--- src/rtl/spi_ram_arbiter_pkg.sv ---
// Command-word encoding and FSM state constants shared by the SPI RAM arbiter slice.
package spi_ram_pkg;

  localparam logic [1:0] CMD_WR_ADDR = 2'b00;
  localparam logic [1:0] CMD_WR_DATA = 2'b01;
  localparam logic [1:0] CMD_RD_ADDR = 2'b10;
  localparam logic [1:0] CMD_RD_DATA = 2'b11;

  localparam logic [1:0] ST_IDLE    = 2'd0;
  localparam logic [1:0] ST_OWN     = 2'd1;
  localparam logic [1:0] ST_WAIT_RD = 2'd2;

  // Address words (cmd[0]==0) keep the grant; cmd[0]==1 ends the transaction.
  function automatic logic cmd_is_addr(input logic [1:0] cmd);
    return ~cmd[0];
  endfunction

endpackage

--- src/rtl/spi_ram_arbiter_rr_arb2.sv ---
// Two-way round-robin grant; the pointer moves to the other requester on update_i.
module rr_arb2 (
  input  logic       clk,
  input  logic       rst_n,
  input  logic [1:0] valid_i,
  input  logic       update_i,
  input  logic       last_i,
  output logic [1:0] grant_o
);

  logic ptr_q;

  always_comb begin
    grant_o = valid_i;
    if (valid_i == 2'b11) grant_o = ptr_q ? 2'b10 : 2'b01;
  end

  always_ff @(posedge clk or negedge rst_n) begin
    if (!rst_n)        ptr_q <= 1'b0;
    else if (update_i) ptr_q <= ~last_i;
  end

endmodule

--- src/rtl/spi_ram_arbiter.sv ---
// Arbitrates the single-port command RAM between the SPI slave (req0) and host port (req1).
module spi_ram_arbiter
  import spi_ram_pkg::*;
#(
  parameter int unsigned DATA_W  = 8,
  parameter int unsigned TIMEOUT = 255,
  parameter int unsigned TO_W    = 8
) (
  input  logic              clk,
  input  logic              rst_n,
  input  logic [DATA_W+1:0] req0_data,
  input  logic              req0_valid,
  output logic              req0_ready,
  output logic [DATA_W-1:0] rsp0_data,
  output logic              rsp0_valid,
  input  logic [DATA_W+1:0] req1_data,
  input  logic              req1_valid,
  output logic              req1_ready,
  output logic [DATA_W-1:0] rsp1_data,
  output logic              rsp1_valid,
  output logic [DATA_W+1:0] ram_din,
  output logic              ram_rx_valid,
  input  logic [DATA_W-1:0] ram_dout,
  input  logic              ram_tx_valid,
  output logic              owner,
  output logic              busy,
  output logic              err
);

  logic [1:0]        st_q, st_d;
  logic [TO_W-1:0]   cnt_q, cnt_d;
  logic              owner_q, owner_d;
  logic              err_q, err_d;
  logic [DATA_W+1:0] din_q;
  logic              rxv_q;
  logic [DATA_W-1:0] rsp0_data_q, rsp1_data_q;
  logic              rsp0_valid_q, rsp1_valid_q;
  logic [1:0]        arb_grant;
  logic              ptr_upd;
  logic              acc0, acc1, acc, rsp_fire, to_hit;
  logic [DATA_W+1:0] acc_word;
  logic [1:0]        acc_cmd;

  rr_arb2 u_arb (
    .clk      (clk),
    .rst_n    (rst_n),
    .valid_i  ({req1_valid, req0_valid}),
    .update_i (ptr_upd),
    .last_i   (owner_d),
    .grant_o  (arb_grant)
  );

  always_comb begin
    req0_ready = 1'b0;
    req1_ready = 1'b0;
    case (st_q)
      ST_IDLE: {req1_ready, req0_ready} = arb_grant;
      ST_OWN: begin
        req0_ready = ~owner_q;
        req1_ready = owner_q;
      end
      default: ;
    endcase
  end

  assign acc0     = req0_valid & req0_ready;
  assign acc1     = req1_valid & req1_ready;
  assign acc      = acc0 | acc1;
  assign acc_word = acc1 ? req1_data : req0_data;
  assign acc_cmd  = acc_word[DATA_W+1:DATA_W];
  assign to_hit   = (cnt_q == TO_W'(TIMEOUT));
  assign rsp_fire = (st_q == ST_WAIT_RD) & ram_tx_valid;

  // Counter defaults to clear; it only advances while waiting with no progress.
  always_comb begin
    st_d    = st_q;
    owner_d = owner_q;
    cnt_d   = '0;
    ptr_upd = 1'b0;
    err_d   = 1'b0;
    case (st_q)
      ST_IDLE: begin
        err_d = ram_tx_valid;
        if (acc) begin
          owner_d = acc1;
          if (cmd_is_addr(acc_cmd))      st_d = ST_OWN;
          else if (acc_cmd == CMD_RD_DATA) st_d = ST_WAIT_RD;
          else                             ptr_upd = 1'b1;
        end
      end
      ST_OWN: begin
        err_d = ram_tx_valid;
        if (acc) begin
          if (acc_cmd == CMD_WR_DATA) begin
            st_d    = ST_IDLE;
            ptr_upd = 1'b1;
          end else if (acc_cmd == CMD_RD_DATA) begin
            st_d = ST_WAIT_RD;
          end
        end else if (to_hit) begin
          st_d    = ST_IDLE;
          err_d   = 1'b1;
          ptr_upd = 1'b1;
        end else begin
          cnt_d = cnt_q + TO_W'(1);
        end
      end
      ST_WAIT_RD: begin
        if (ram_tx_valid) begin
          st_d    = ST_IDLE;
          ptr_upd = 1'b1;
        end else if (to_hit) begin
          st_d    = ST_IDLE;
          err_d   = 1'b1;
          ptr_upd = 1'b1;
        end else begin
          cnt_d = cnt_q + TO_W'(1);
        end
      end
      default: st_d = ST_IDLE;
    endcase
  end

  always_ff @(posedge clk or negedge rst_n) begin
    if (!rst_n) begin
      st_q         <= ST_IDLE;
      cnt_q        <= '0;
      owner_q      <= 1'b0;
      err_q        <= 1'b0;
      din_q        <= '0;
      rxv_q        <= 1'b0;
      rsp0_data_q  <= '0;
      rsp1_data_q  <= '0;
      rsp0_valid_q <= 1'b0;
      rsp1_valid_q <= 1'b0;
    end else begin
      st_q         <= st_d;
      cnt_q        <= cnt_d;
      owner_q      <= owner_d;
      err_q        <= err_d;
      rxv_q        <= acc;
      if (acc) din_q <= acc_word;
      rsp0_valid_q <= rsp_fire & ~owner_q;
      rsp1_valid_q <= rsp_fire & owner_q;
      if (rsp_fire & ~owner_q) rsp0_data_q <= ram_dout;
      if (rsp_fire & owner_q)  rsp1_data_q <= ram_dout;
    end
  end

  assign ram_din      = din_q;
  assign ram_rx_valid = rxv_q;
  assign rsp0_data    = rsp0_data_q;
  assign rsp0_valid   = rsp0_valid_q;
  assign rsp1_data    = rsp1_data_q;
  assign rsp1_valid   = rsp1_valid_q;
  assign owner        = owner_q;
  assign busy         = (st_q != ST_IDLE);
  assign err          = err_q;

endmodule

--- config.mk ---
export PLATFORM = sky130hd
export DESIGN_NAME = spi_ram_arbiter
export DESIGN_NICKNAME = d
export VERILOG_FILES = /design/src/rtl/spi_ram_arbiter_pkg.sv /design/src/rtl/spi_ram_arbiter_rr_arb2.sv /design/src/rtl/spi_ram_arbiter.sv
export SDC_FILE = /design/constraint.sdc
export NUM_CORES = 1
export LEC_CHECK = 0
export BUFFER_PORTS_ARGS = -buffer_cell sky130_fd_sc_hd__buf_2
export CAP_MARGIN = 40
export CORE_ASPECT_RATIO = 1.4
export CORE_MARGIN = 3
export CORE_UTILIZATION = 45
export CTS_BUF_LIST = sky130_fd_sc_hd__clkbuf_8
export DETAILED_ROUTE_END_ITERATION = 6
export MAX_ROUTING_LAYER = met4
export PLACE_DENSITY = 0.72
export SKIP_LAST_GASP = 1
export SLEW_MARGIN = 20
export SYNTH_ARGS = -nofsm -noshare
export SYNTH_HDL_FRONTEND = slang
export SYNTH_SLANG_ARGS = --single-unit
--- constraint.sdc ---
create_clock -name clk -period 6 [get_ports clk]
set_input_delay 1.2 -clock clk [delete_from_list [all_inputs] [get_ports clk]]
set_output_delay 1.2 -clock clk [all_outputs]
set_load 0.01 [all_outputs]
Word-level counts from Yosys, hierarchy flattened
Cells that the tools add are included.
Word-level totals
  register bits after elaboration: 42
  output and inout port bits: 34
  logic and storage cells: 60
Operators by class
  add/sub/neg operators: 1
  equal/unequal tests: 7
  mux-type cells: 31
  bitwise operators: 8
  reduce and logical (&&, ||, !) cells: 2
Operator list (count)
  2-to-1 mux 8 bit: 3
  2-to-1 mux 2 bit: 9
  case mux 8 bit (2 select lines): 1
  2-to-1 mux 1 bit: 12
  2-to-1 mux 10 bit: 1
  adder 8 x 1 -> 8 bit, second input constant: 1
  equality test 8 bit, second input constant: 1
  equality test 2 bit, second input constant: 3
  case mux 1 bit (3 select lines): 2
  case mux 2 bit (3 select lines): 1
  AND 1 bit: 5
  equality test 2 x 1 -> 1 bit, second input constant: 2
  case mux 1 bit (2 select lines): 2
  logical NOT 2 bit: 1
  inequality test 2 bit, second input constant: 1
  NOT 1 bit: 2
  nonzero test 2 bit: 1
  bitwise OR 1 bit: 1

Logic depth before layout (Yosys ltp)
  depth after elaboration: 10
  depth in mapped cells: 10
  gate-level depth less buffers: 9

By module
A second synthesis with hierarchy kept.
Second synthesis, totals
  cells, all modules: 197
  area total of the unflattened synthesis: 2030.7 um2
Modules (own cells, without submodules)
  spi_ram_arbiter: times used 1, cells each 191, area each 1978.1 um2, sequential area each 1026.0 um2
  rr_arb2: times used 1, cells each 6, area each 52.6 um2, sequential area each 25.0 um2

Worst setup path before layout
OpenSTA, ideal clock, no wires.
  path type: input port to output port
  start: input req1_valid
  end: output req0_ready
  arrival: 1607 ps
  data required time: 4800 ps
  slack: 3193 ps
  stages: 4
  path through: buf_2 > nand2_1 > nand3_1 > o21ai_0
On the way
  cells in the longest elaborated chain, start to end: 3
RTL lines
  start: declaration: RTL line spi_ram_arbiter.sv:17  | input logic req1_valid,
  equality test 2 bit: RTL line spi_ram_arbiter_rr_arb2.sv:15  | if (valid_i == 2'b11) grant_o = ptr_q ? 2'b10 : 2'b01;
  2-to-1 mux 2 bit: RTL line spi_ram_arbiter_rr_arb2.sv:15
  case mux 1 bit (2 select lines): RTL line spi_ram_arbiter.sv:56  | case (st_q)
  end: declaration: RTL line spi_ram_arbiter.sv:13  | output logic req0_ready,
Every way passes these cells.

Final worst setup path
  start: input req0_valid
  end: register st_q[0]
On the way
  cells in the longest elaborated chain, start to end: 10
  elaborated cells on any way between the ends: 17
RTL lines
  start: declaration: RTL line spi_ram_arbiter.sv:12  | input logic req0_valid,
  equality test 2 bit: RTL line spi_ram_arbiter_rr_arb2.sv:15
  2-to-1 mux 2 bit: RTL line spi_ram_arbiter_rr_arb2.sv:15
  case mux 1 bit (2 select lines): RTL line spi_ram_arbiter.sv:56
  AND 1 bit: RTL line spi_ram_arbiter.sv:67  | assign acc1 = req1_valid & req1_ready;
  2-to-1 mux 10 bit: RTL line spi_ram_arbiter.sv:69  | assign acc_word = acc1 ? req1_data : req0_data;
  equality test 2 bit: RTL line spi_ram_arbiter.sv:87, spi_ram_arbiter.sv:97
  2-to-1 mux 2 bit
  2-to-1 mux 2 bit, on equally long branches: RTL line spi_ram_arbiter.sv:94, spi_ram_arbiter.sv:86
  2-to-1 mux 2 bit, on equally long branches: RTL line spi_ram_arbiter.sv:93, spi_ram_arbiter.sv:84
  case mux 2 bit (3 select lines): RTL line spi_ram_arbiter.sv:81  | case (st_q)
  end signal: assignment: RTL line spi_ram_arbiter.sv:137  | st_q <= st_d;
  end: declaration: RTL line spi_ram_arbiter.sv:30  | logic [1:0] st_q, st_d;
Parallel ways exist; a longest one is shown, timed or not. The select of a mux whose other input is x is not followed.
A chain may end at the register's enable or synchronous reset.

==> results.md <==
- Worst-skew pair later-pin latency: 0.30 ns
- Ranking of synthesized cells by area: dfrtp_1 51%, nand2_1 7.4%, mux2_2 4.9%
- Max-cap violations: 0
- Synth area leader: dfrtp_1
- Post-Syn Area: 2070 sq um
- Fin. Hold Viols: 0
- Final worst path period need: 3.01 ns
- Element type at the critical path end: flop
- Clock Pin Slew Worst Setup and Hold Paths: 0.08 ns
- Largest net degree at the start of global routing: 30
- Global-route wire length before repair: 7560 um
- Routed len/inst: 12.9 um
- Type of the worst min-delay path: reg -> reg
- WHS Endpoint: ram_din[9]
- Antenna violations before repair: 0
- H-tree depth: 2
- Most common cell in the netlist: dfrtp_1
- Post-CTS Hold Buffers: 0
- DRC: 0
- DR pass1 iterations: 4
- Max clock buf depth: 2
- WHS Path Cells: 2
- Synth top cells by count: 42 x dfrtp_1, 41 x nand2_1, 14 x nand3_1, 14 x o21ai_0, 12 x nor2_1
- Initial Util: 47.7%
- Gr busiest metal: met2
- Fin nets: 309
- Share of post-route cells with drive strength above 1: 33.1%
- Worst hold slack: 0.475 ns
- Clk sinks: 42
- Post-synth top area share: 50.8%
- CP max FO: 22
- Top Ports: 67
- Global Route Usage Sum: 18.0%
- HP Start: ram_din[9]
- Post-synth cell types: 35
- Synthesized Nets: 242
- Worst reg2reg path depth: 8
- Fin. max-slew vios: 0
- Worst vdd rail ir drop: 243 uV
- Core Rows: 28
- CP Class: in -> reg
- Post-CTS Setup Inserts: 0
- Fin Clk Skew: 0.00696 ns
- TritonCTS clock tree: done
- Total leakage power: 0.00129 uW
- CP startpoint kind: input pin
- Worst r2r dst: st_q[0]
- Final period util: 50.1%
- Die W: 63.3 um
- Syn avg cell area: 10.2 sq um
- Initial DRC count: 30
- Met1 usage: 19.6%
- Outcome: finished clean
- Post-CTS Resized: 0
- Req. time, crit path: 6.20 ns
- Register area share after synthesis: 50.8%
- Ys async rst share: 100%
- Port buffer count: 66
- Synth warnings: 0
- Full die area: 5460 sq um
- Routed Antenna Nets: 0
- FF+latch count, synth: 42
- GR Layer Usage met2: 30.9%
- Post-synth EDFFs: 0
- Vias: 1671
- Met3 Track Usage GR: 5.19%
- Avg Vias per Cell: 5.03
- Max Clk Rate: 333 MHz
- Core Util, Final: 59.1%
- Die height: 86.3 um
- Setup TNS: 0 ns
- Global route total overflow: 0
- Drt total wl: 4300 um
- Routability-driven placement congestion ratio: 0.760
- RSZ-0062 raised after global routing: no
- Critical Path AT: 3.21 ns
- CTS Buf Count: 5
- Mapped Cells: 204
- PD cells: 455 nW/um^2
- Max_slew headroom: 50.7%
- Reg-to-reg setup timing slack: 3.13 ns
- Least-Margin Pin Slew: 0.739 ns
- Final setup fails: 0
- CTS Root Cell: clkbuf_8
- Diodes inserted: 0
- Most used DFF post-synth: dfrtp_1
- P&R area growth vs syn: 23.9%
- Core Footprint: 4340 sq um
- Detailed-placement wirelength estimate: 3210 um
- Vias in the first global route: 1746
- RR Startpoint: st_q[0]
cell usage in the layout, fill, tap and decap left out, types with 2 or more instances in the layout:
cell / synthesis / routed
o21ai_0: 14 / 14
nand2b_1: 3 / 3
mux2i_1: 9 / 9
xor2_1: 4 / 4
xnor2_1: 2 / 2
ha_1: 5 / 5
nor2_1: 12 / 12
or2_1: 2 / 2
nand2_1: 41 / 41
mux2i_4: 2 / 2
nand3_1: 14 / 14
nor2b_1: 3 / 3
mux2_2: 9 / 9
and3_1: 2 / 2
nor3_1: 3 / 3
clkinvlp_4: 0 / 2
dfrtp_1: 42 / 42
inv_1: 10 / 10
clkbuf_8: 0 / 5
a21oi_1: 6 / 6
buf_2: 2 / 66
kinds of logic (layout without fill, tap and decap cells):
family | after synthesis | count (layout) | share of synthesized area, %
multiplexers | 20 | 20 | 11.4
XOR/XNOR | 6 | 6 | 2.54
adder cells (fa/ha/maj) | 5 | 5 | 3.02
flip-flops | 42 | 42 | 50.8
AND/OR/NAND/NOR | 82 | 82 | 17.3
buffers and inverters | 18 | 86 | 4.11
AO/OA/AOI/OAI | 31 | 31 | 10.8
worst max-delay path, stage by stage:
cell	delay, ns
buf_2	0.13
or2_1	0.22
a21oi_1	0.14
or2_1	0.55
inv_1	0.33
o311a_1	0.40
o311ai_1	0.23
cell type report:
type                    count  area, sq um
clock buffers               5         68.8
clock inverters             3         45.0
fillers                   402         1780
inverters                  11         41.3
multi-input cells         144          935
flip-flops and latches     42         1050
well taps                  60         75.1
repair buffers             67          350
power by group:
part | internal, uW | leakage (uW) | switching, uW
Clock | 124 | 0.0000504 | 103
Sequential | 387 | 0.000538 | 56.9
Combinational | 214 | 0.000700 | 283
Total | 725 | 0.00129 | 443
metrics by stage:
| step | area, sq um | power (uW) | setup WS, ns | instances |
|---|---|---|---|---|
| after floorplan | 2070 | 788 | 3.19 | 204 |
| after global placement | 2430 | 943 | 2.75 | 323 |
| after detailed placement | 2450 | 953 | 2.64 | 324 |
| after CTS | 2570 | 1180 | 2.96 | 332 |
| after global routing | 2570 | 1260 | 2.84 | 332 |
| final | 2570 | 1170 | 2.99 | 332 |
routing by layer:
metal	vias up	share of wire (%)
met3	5	7.2
met2	65	50
met1	778	41
met5	-	0
met4	0	1.3
li1	823	-
worst max-delay path by stage:
stage | startpoint | endpoint | slack [ns] | cells after the start
2_1_floorplan | req1_valid | req0_ready | 3.19 | 4
3_3_place_gp | req0_valid | st_q[0] | 2.75 | 7
3_5_place_dp | req0_valid | st_q[0] | 2.64 | 7
4_1_cts | req0_valid | st_q[0] | 2.96 | 7
5_1_grt | st_q[0] | st_q[0] | 2.84 | 8
6_report | req0_valid | st_q[0] | 2.99 | 7
state kept, by name, summed over array words and instances (netlist names):
signal and flops:
cnt_q 8, u_arb.ptr_q 1, ram_rx_valid 1, rsp0_data 8, rsp1_valid 1, rsp0_valid 1
rsp1_data 8, st_q 2, owner 1, ram_din 10, err 1
No activity file was read; power rests on OpenSTA's default activity.
